`src/rtl/branch_resolve_if.sv`:
```
// Execute/writeback resolve bundle: resolved branch in, redirect and predictor training out.
interface branch_resolve_if;
    logic        res_valid;
    logic        res_accept;
    logic [31:0] res_pc;
    logic [31:0] res_inst;
    logic        res_is_jump;
    logic        res_is_cond;
    logic        res_pred_taken;
    logic [31:0] res_pred_target;
    logic        res_act_taken;
    logic [31:0] res_act_target;
    logic        ex_en;
    logic        ertn_flush;
    logic        predict_error;
    logic [31:0] redirect_pc;
    logic [98:0] PB_BUS;
    logic [31:0] br_cnt;
    logic [31:0] miss_cnt;

    modport master (
        output res_valid, res_accept, res_pc, res_inst, res_is_jump, res_is_cond,
               res_pred_taken, res_pred_target, res_act_taken, res_act_target,
               ex_en, ertn_flush,
        input  predict_error, redirect_pc, PB_BUS, br_cnt, miss_cnt
    );

    modport slave (
        input  res_valid, res_accept, res_pc, res_inst, res_is_jump, res_is_cond,
               res_pred_taken, res_pred_target, res_act_taken, res_act_target,
               ex_en, ertn_flush,
        output predict_error, redirect_pc, PB_BUS, br_cnt, miss_cnt
    );
endinterface

```
`src/rtl/branch_resolve.sv`:
```
// Branch resolution: compares resolved control flow against the carried prediction,
// raises the redirect pulse, trains the predictors and drops wrong-path resolves.
module branch_resolve #(
    parameter int KILL_CYCLES = 2
) (
    input  logic             clk,
    input  logic             rstn,
    branch_resolve_if.slave  bus
);
    localparam int KW = (KILL_CYCLES > 0) ? $clog2(KILL_CYCLES + 1) : 1;
    localparam logic [KW-1:0] K_LOAD = KW'(KILL_CYCLES);
    localparam logic [KW-1:0] K_ONE  = KW'(1);
    localparam logic [KW-1:0] K_ZERO = KW'(0);

    typedef enum logic [0:0] {ST_RUN = 1'b0, ST_KILL = 1'b1} state_t;

    state_t        r_state;
    state_t        w_state_next;
    logic [KW-1:0] r_kcnt;
    logic [KW-1:0] w_kcnt_next;

    logic        w_fire;
    logic        w_flush;
    logic        w_kill_active;
    logic        w_live;
    logic        w_miss;
    logic        w_live_miss;
    logic [31:0] w_redirect;

    logic        r_predict_error;
    logic [31:0] r_redirect_pc;
    logic [31:0] r_inst;
    logic        r_direct_jump;
    logic        r_indirect_jump;
    logic        r_br_taken;
    logic [31:0] r_br_target;
    logic [31:0] r_pc;
    logic [31:0] r_br_cnt;
    logic [31:0] r_miss_cnt;

    function automatic logic [31:0] sat_inc(input logic [31:0] v);
        return (v == 32'hFFFF_FFFF) ? v : v + 32'd1;
    endfunction

    // Qualify the resolve and detect direction/target mispredicts
    always_comb begin
        w_fire      = bus.res_valid & bus.res_accept & (bus.res_is_jump | bus.res_is_cond);
        w_flush     = bus.ex_en | bus.ertn_flush;
        w_live      = w_fire & ~w_kill_active & ~w_flush;
        w_miss      = (bus.res_pred_taken != bus.res_act_taken) ||
                      (bus.res_act_taken && (bus.res_pred_target != bus.res_act_target));
        w_live_miss = w_live & w_miss;
        if (bus.res_act_taken) begin
            w_redirect = bus.res_act_target;
        end else begin
            w_redirect = bus.res_pc + 32'd4;
        end
    end

    // Kill-window state register
    always_ff @(posedge clk) begin
        if (!rstn) begin
            r_state <= ST_RUN;
            r_kcnt  <= K_ZERO;
        end else begin
            r_state <= w_state_next;
            r_kcnt  <= w_kcnt_next;
        end
    end

    // Kill-window next state; the window spans exactly KILL_CYCLES cycles after a redirect
    always_comb begin
        w_state_next = r_state;
        w_kcnt_next  = r_kcnt;
        if (w_flush) begin
            w_state_next = ST_RUN;
            w_kcnt_next  = K_ZERO;
        end else begin
            case (r_state)
                ST_RUN: begin
                    if (w_live_miss && (KILL_CYCLES > 0)) begin
                        w_state_next = ST_KILL;
                        w_kcnt_next  = K_LOAD;
                    end else begin
                        w_state_next = ST_RUN;
                        w_kcnt_next  = K_ZERO;
                    end
                end
                ST_KILL: begin
                    if (r_kcnt <= K_ONE) begin
                        w_state_next = ST_RUN;
                        w_kcnt_next  = K_ZERO;
                    end else begin
                        w_state_next = ST_KILL;
                        w_kcnt_next  = r_kcnt - K_ONE;
                    end
                end
                default: begin
                    w_state_next = ST_RUN;
                    w_kcnt_next  = K_ZERO;
                end
            endcase
        end
    end

    // Kill-window decode
    always_comb begin
        w_kill_active = (r_state == ST_KILL);
    end

    // Redirect pulse, training record and saturating performance counters
    always_ff @(posedge clk) begin
        if (!rstn) begin
            r_predict_error <= 1'b0;
            r_redirect_pc   <= 32'd0;
            r_inst          <= 32'd0;
            r_direct_jump   <= 1'b0;
            r_indirect_jump <= 1'b0;
            r_br_taken      <= 1'b0;
            r_br_target     <= 32'd0;
            r_pc            <= 32'd0;
            r_br_cnt        <= 32'd0;
            r_miss_cnt      <= 32'd0;
        end else begin
            r_predict_error <= w_live_miss;
            r_direct_jump   <= w_live & bus.res_is_jump;
            r_indirect_jump <= w_live & bus.res_is_cond & ~bus.res_is_jump;
            if (w_live_miss) begin
                r_redirect_pc <= w_redirect;
                r_miss_cnt    <= sat_inc(r_miss_cnt);
            end
            if (w_live) begin
                r_inst      <= bus.res_inst;
                r_br_taken  <= bus.res_act_taken;
                r_br_target <= bus.res_act_target;
                r_pc        <= bus.res_pc;
                r_br_cnt    <= sat_inc(r_br_cnt);
            end
        end
    end

    assign bus.predict_error = r_predict_error;
    assign bus.redirect_pc   = r_redirect_pc;
    assign bus.PB_BUS        = {r_inst, r_direct_jump, r_indirect_jump, r_br_taken, r_br_target, r_pc};
    assign bus.br_cnt        = r_br_cnt;
    assign bus.miss_cnt      = r_miss_cnt;
endmodule

```
`src/flat_wrapper.sv`:
```
// flat-port wrapper written by rule: the top's interface ports become plain ports
module branch_resolve_flat 
#(
    parameter int KILL_CYCLES = 2
)
  (clk, rstn, bus_res_valid, bus_res_accept, bus_res_pc, bus_res_inst, bus_res_is_jump, bus_res_is_cond, bus_res_pred_taken, bus_res_pred_target, bus_res_act_taken, bus_res_act_target, bus_ex_en, bus_ertn_flush, bus_predict_error, bus_redirect_pc, bus_PB_BUS, bus_br_cnt, bus_miss_cnt);
  branch_resolve_if bus_i ();
  input  logic clk;
  input  logic rstn;
  input wire logic [$bits(bus_i.res_valid)-1:0] bus_res_valid;
  input wire logic [$bits(bus_i.res_accept)-1:0] bus_res_accept;
  input wire logic [$bits(bus_i.res_pc)-1:0] bus_res_pc;
  input wire logic [$bits(bus_i.res_inst)-1:0] bus_res_inst;
  input wire logic [$bits(bus_i.res_is_jump)-1:0] bus_res_is_jump;
  input wire logic [$bits(bus_i.res_is_cond)-1:0] bus_res_is_cond;
  input wire logic [$bits(bus_i.res_pred_taken)-1:0] bus_res_pred_taken;
  input wire logic [$bits(bus_i.res_pred_target)-1:0] bus_res_pred_target;
  input wire logic [$bits(bus_i.res_act_taken)-1:0] bus_res_act_taken;
  input wire logic [$bits(bus_i.res_act_target)-1:0] bus_res_act_target;
  input wire logic [$bits(bus_i.ex_en)-1:0] bus_ex_en;
  input wire logic [$bits(bus_i.ertn_flush)-1:0] bus_ertn_flush;
  output wire logic [$bits(bus_i.predict_error)-1:0] bus_predict_error;
  output wire logic [$bits(bus_i.redirect_pc)-1:0] bus_redirect_pc;
  output wire logic [$bits(bus_i.PB_BUS)-1:0] bus_PB_BUS;
  output wire logic [$bits(bus_i.br_cnt)-1:0] bus_br_cnt;
  output wire logic [$bits(bus_i.miss_cnt)-1:0] bus_miss_cnt;
  assign bus_i.res_valid = bus_res_valid;
  assign bus_i.res_accept = bus_res_accept;
  assign bus_i.res_pc = bus_res_pc;
  assign bus_i.res_inst = bus_res_inst;
  assign bus_i.res_is_jump = bus_res_is_jump;
  assign bus_i.res_is_cond = bus_res_is_cond;
  assign bus_i.res_pred_taken = bus_res_pred_taken;
  assign bus_i.res_pred_target = bus_res_pred_target;
  assign bus_i.res_act_taken = bus_res_act_taken;
  assign bus_i.res_act_target = bus_res_act_target;
  assign bus_i.ex_en = bus_ex_en;
  assign bus_i.ertn_flush = bus_ertn_flush;
  assign bus_predict_error = bus_i.predict_error;
  assign bus_redirect_pc = bus_i.redirect_pc;
  assign bus_PB_BUS = bus_i.PB_BUS;
  assign bus_br_cnt = bus_i.br_cnt;
  assign bus_miss_cnt = bus_i.miss_cnt;
  branch_resolve #(.KILL_CYCLES(KILL_CYCLES)) u_core (.clk(clk), .rstn(rstn), .bus(bus_i));
endmodule
```
`config.mk`:
```
export PLATFORM = sky130hd
export DESIGN_NAME = branch_resolve_flat
export DESIGN_NICKNAME = d
export VERILOG_FILES = /design/src/rtl/branch_resolve_if.sv /design/src/rtl/branch_resolve.sv /design/src/flat_wrapper.sv
export SDC_FILE = /design/constraint.sdc
export NUM_CORES = 1
export LEC_CHECK = 0
export CORE_ASPECT_RATIO = 0.9
export CORE_UTILIZATION = 48
export CTS_CLUSTER_DIAMETER = 40
export CTS_CLUSTER_SIZE = 20
export DETAILED_ROUTE_END_ITERATION = 16
export PLACE_DENSITY = 0.87
export SETUP_SLACK_MARGIN = 0.05
export SYNTH_ARGS = -nofsm -noshare
export SYNTH_HDL_FRONTEND = slang
export SYNTH_SLANG_ARGS = --single-unit
```
`constraint.sdc`:
```
create_clock -name clk -period 4.9 [get_ports clk]
set_clock_uncertainty 0.2 [all_clocks]
set_input_delay 0.98 -clock clk [delete_from_list [all_inputs] [get_ports clk]]
set_output_delay 0.98 -clock clk [all_outputs]
set_load 0.005 [all_outputs]
```
* Yosys cells after proc, flatten, opt, wreduce, memory -nomap -nowiden *
Cells that the tools add are included.

storage, ports and cells
  flip-flop bits (word level) = 199
  input port bits = 138
  output and inout port bits = 196
  word-level logic and storage cells = 49

operators by class
  add/subtract/negate cells = 4
  magnitude comparators = 1
  equality and inequality tests = 4
  multiplexer cells = 7
  bitwise gates (word level) = 16
  reduce and logical (&&, ||, !) cells = 5

operators with widths
  kind                   count
  $add 32x1->32 const B  2
  $eq 32x32->1 const B   2
  $add 32x3->32 const B  1
  $mux 32                1
  $ne 32x32->1           1
  $and 1x1->1            8
  $not 1->1              6
  $mux 2                 2
  $pmux 2 s2             1
  $reduce_and 2->1       2
  $le 2x1->1 const B     1
  $mux 1                 2
  $or 1x1->1             2
  $pmux 1 s2             1
  $reduce_or 2->1        1
  $sub 2x1->2 const B    1
  $logic_and 1x1->1      1
  $logic_or 1x1->1       1
  $ne 1x1->1             1

* Depth between registers and ports, before layout *
  depth in word-level cells = 7
  mapped depth = 9
  mapped depth without buffers = 8

* Worst setup path after synthesis *
No wires, ideal clock.

  path kind = input-to-reg
  start = in bus_ertn_flush
  end = reg u_core.r_br_cnt[29], in the netlist u_core.bus.br_cnt[29]
  library setup time = 70 ps
  arrival time = 2969 ps
  data required time = 4630 ps
  path slack = 1661 ps
  stages on the path = 6
  buffers on the path = 0
  path through = or2_1 -> or4_4 -> or3_1 -> or3_4 -> or3_1 -> a21oi_1

between the ends
  longest elaborated chain between the ends = 4

ends and longest elaborated chain
  item                               RTL line               RTL
  start, declared                    flat_wrapper.sv:21     input wire logic [$bits(bus_i.ertn_flush)-1:0] bus_ertn_flush;
  $or 1x1->1                         branch_resolve.sv:48   w_flush = bus.ex_en | bus.ertn_flush;
  $not 1->1                          branch_resolve.sv:49   w_live = w_fire & ~w_kill_active & ~w_flush;
  $and 1x1->1                        branch_resolve.sv:49
  $reduce_and 2->1 (no source line)  -
  end signal, assigned               branch_resolve.sv:137  r_br_cnt <= sat_inc(r_br_cnt);
  end, declared                      branch_resolve.sv:38   logic [31:0] r_br_cnt;

Every way passes these cells.
A chain may end at the register's enable or synchronous reset.

* Worst setup path after layout *
  start = in bus_res_act_target[19]
  end = reg u_core.r_miss_cnt[1], in the netlist u_core.bus.miss_cnt[1]

between the ends
  longest elaborated chain between the ends = 5

ends and longest elaborated chain
  item                               RTL line               RTL
  start, declared                    flat_wrapper.sv:19     input wire logic [$bits(bus_i.res_act_target)-1:0] bus_res_act_target;
  $ne 32x32->1                       branch_resolve.sv:51   (bus.res_act_taken && (bus.res_pred_target != bus.res_act_target));
  $logic_and 1x1->1                  branch_resolve.sv:51
  $logic_or 1x1->1                   branch_resolve.sv:50   w_miss = (bus.res_pred_taken != bus.res_act_taken) ||
  $and 1x1->1                        branch_resolve.sv:52   w_live_miss = w_live & w_miss;
  $reduce_and 2->1 (no source line)  -
  end signal, assigned               branch_resolve.sv:130  r_miss_cnt <= sat_inc(r_miss_cnt);
  end, declared                      branch_resolve.sv:39   logic [31:0] r_miss_cnt;

Every way passes these cells.

==> results.json <==
{
  "tightest_slew_ns": 1.17,
  "async_reset_ff_share_pct": 0,
  "die_h_microns": 132,
  "netlist_instances": 1153,
  "avgSynthCellArea_sq_um": 7.81,
  "fin_crit_ns": 3.94,
  "hold_buffers": 0,
  "pwr-share-comb_pct": 10.7,
  "rows": 47,
  "fin_crit_sh_pct": 80.4,
  "synth_ff_type": "dfxtp_1",
  "totalWireLength_microns": 31000,
  "syn_to_final_growth_pct": 45.1,
  "synth_enable_flop_cells": 0,
  "postCtsSetupBuffers": 0,
  "slew_violations": 0,
  "grt_pass1_wl_microns": 48400,
  "hpwlAfterDp_microns": 22900,
  "die_area_sq_mm": 0.0193,
  "cts.reportedPaths.clkPinSlew_ns": 0.08,
  "layout-drive-gt1-share_pct": 3.90,
  "cts_sinks": 199,
  "ios": 334,
  "dpl_cell_area_sq_mm": 0.0125,
  "rsz0062_at_grt": "false",
  "synth_warnings": 0,
  "synth_nets": 1294,
  "nNetsFinal": 1589,
  "grt_pass1_vias": 9103,
  "status": "finished clean",
  "arrival_ns": 4.03,
  "clock_latency_ns": 0.44,
  "cts_root_buffer": "clkbuf_16",
  "die_width_microns": 146,
  "power_density_mw_per_mm2": 262,
  "power.leakage_nw": 4.27,
  "swShare_pct": 26.5,
  "crit_required_ns": 5.00,
  "firstDrtPassIters": 5,
  "syn_area_sq_mm": 0.00900,
  "pwr-share-clk_pct": 41.3,
  "hold_path.class": "register to register",
  "ys_ff_latch": 199,
  "grt_overflow": 0,
  "intPower_mw": 2.52,
  "vias_per_cell": 5.65,
  "tns_ns": 0,
  "cts_tree": "built",
  "slew_headroom_pct": 22.1,
  "final-hold-violation-count": 0,
  "htreeDepth": 4,
  "antenna_left": 0,
  "drv_cap": 0,
  "portBuffers": 333,
  "vias": 9650,
  "routabilityCongestion": 1.02,
  "antenna_found_initial": 1,
  "drtIter0Drc": 746,
  "track_usage_pct": 31.8,
  "start_util_pct": 48.9,
  "cts_buffer_depth": 2,
  "worstPathMaxFanout": 28,
  "cts_buffers": 17,
  "setup_violations": 0,
  "seq_power_share_pct": 48.1,
  "p_switching_mw": 0.907,
  "crit_type": "input port to register",
  "core-area_sq_mm": 0.0184,
  "crit_path_end_kind": "register",
  "ir_drop_mv": 0.254,
  "synth_cell_type_count": 51,
  "clock.fmax_ghz": 0.254,
  "cts_resized": 0,
  "wire_per_inst_microns": 18.2,
  "stdcell_area_sq_mm": 0.0131,
  "critPathLaunchType": "input port",
  "remaining_drc_errors": 0,
  "ys_seq_area_share_pct": 44.2,
  "grt_max_degree": 99
}
## cell families after synthesis
family / after synthesis / share of synthesized area, %
AO/OA/AOI/OAI: 225 / 13.7
XOR/XNOR: 93 / 9.05
adder cells (fa/ha/maj): 3 / 0.417
buffers and inverters: 84 / 3.74
flip-flops: 199 / 44.2
multiplexers: 10 / 1.11
AND/OR/NAND/NOR: 539 / 27.8
## synthesized netlist by cell type, types with 4 or more instances
cell type / number / share of area (%)
nor3_1: 13 / 0.72
and4_1: 8 / 0.78
dfxtp_1: 199 / 44
nand2b_1: 7 / 0.49
or3_1: 11 / 0.76
nand3_1: 53 / 2.9
buf_4: 4 / 0.33
inv_1: 15 / 0.63
clkbuf_1: 57 / 2.4
nor2_1: 63 / 2.6
or4_1: 13 / 1.1
nand2_1: 288 / 12
and3_1: 13 / 0.90
xor2_1: 44 / 4.3
xnor2_1: 49 / 4.8
a211oi_1: 4 / 0.33
o31ai_1: 11 / 0.92
a21oi_1: 135 / 7.5
o21ai_0: 54 / 3.0
buf_2: 5 / 0.28
nand4_1: 35 / 2.4
mux2i_1: 10 / 1.1
nor4_1: 13 / 0.90
## sequential cells by signal, summed over array words and instances (netlist names)
register / cells
u_core.bus.br_cnt: 32
u_core.bus.miss_cnt: 32
u_core.bus.predict_error: 1
u_core.bus.redirect_pc: 32
u_core.r_br_taken: 1
u_core.r_br_target: 32
u_core.r_direct_jump: 1
u_core.r_indirect_jump: 1
u_core.r_inst: 32
u_core.r_kcnt: 2
u_core.r_pc: 32
u_core.r_state: 1
## worst max-delay path: stages
cell             delay (ns)
clkdlybuf4s50_1        0.56
xnor2_1                0.38
nand4_1                0.21
or4_1                  0.58
or4_1                  0.56
nand3_2                0.45
mux2i_1                0.24
nor2_1                 0.07
## power groups by stage
stage,Sequential [mW],Combinational [mW],Clock [mW]
after floorplan,1.68,0.129,0
after global placement,1.68,0.356,0
after detailed placement,1.68,0.359,0
after CTS,1.65,0.362,1.43
after global routing,1.65,0.390,1.49
final,1.65,0.366,1.41
## stage by stage
step | util, % | worst slack (ns) | cells | power, mW | hold slack (ns)
6_report | 71.0 | 0.960 | 1707 | 3.42 | 0.245
5_1_grt | 71.0 | 0.923 | 1706 | 3.53 | 0.270
4_1_cts | 71.0 | 1.02 | 1706 | 3.43 | 0.244
3_5_place_dp | 67.8 | 0.559 | 1674 | 2.04 | 0.234
3_3_place_gp | 67.8 | 0.648 | 1674 | 2.04 | 0.213
2_1_floorplan | - | 1.66 | 1153 | 1.81 | 0.199
## cell usage in the layout (no fill, tap or decap), types with 4 or more instances in the layout
cell type          n
clkdlybuf4s50_1  331
nand2_1          288
dfxtp_1          199
a21oi_1          135
nor2_1            62
o21ai_0           54
nand3_1           53
xnor2_1           49
xor2_1            44
nand4_1           35
clkbuf_16         17
inv_1             15
and3_1            13
nor3_1            13
nor4_1            13
or4_1             13
o31ai_1           11
or3_1             11
mux2i_1           10
buf_4              9
and4_1             8
nand2b_1           7
inv_8              6
a211oi_1           4
a2111oi_1          4
## final timing paths
check / endpoint / slack [ns] / start / cells past startpoint
min reg2reg: u_core.r_kcnt[0]$_SDFF_PP0_ / 0.24 / u_core.r_kcnt[0]$_SDFF_PP0_ / 1
max reg2reg: u_core.bus.miss_cnt[1]$_SDFFE_PN0P_ / 1.94 / u_core.bus.miss_cnt[0]$_SDFFE_PN0P_ / 7
min: u_core.r_kcnt[0]$_SDFF_PP0_ / 0.24 / u_core.r_kcnt[0]$_SDFF_PP0_ / 1
max: u_core.bus.miss_cnt[1]$_SDFFE_PN0P_ / 0.96 / bus_res_act_target[19] / 8
## metal layers
| metal | wire [microns] | track usage (%) | part of all wire [%] | up-vias |
|---|---|---|---|---|
| li1 | - | - | - | 4557 |
| met1 | 12100 | 39.0 | 39 | 4496 |
| met2 | 14700 | 51.8 | 47 | 504 |
| met3 | 2900 | 8.37 | 9.3 | 93 |
| met4 | 1350 | 15.5 | 4.4 | 0 |
| met5 | 0 | 0 | 0 | - |
## area by class of cell
type,count,area [sq um]
antenna,1,2.50
clock buffer,18,439
clock inverter,14,153
fill,1427,5340
inverter,16,62.6
multi-input combinational,870,4690
sequential,199,3980
tap,245,307
timing repair buffer,344,3430
No activity file was read; power rests on OpenSTA's default activity.
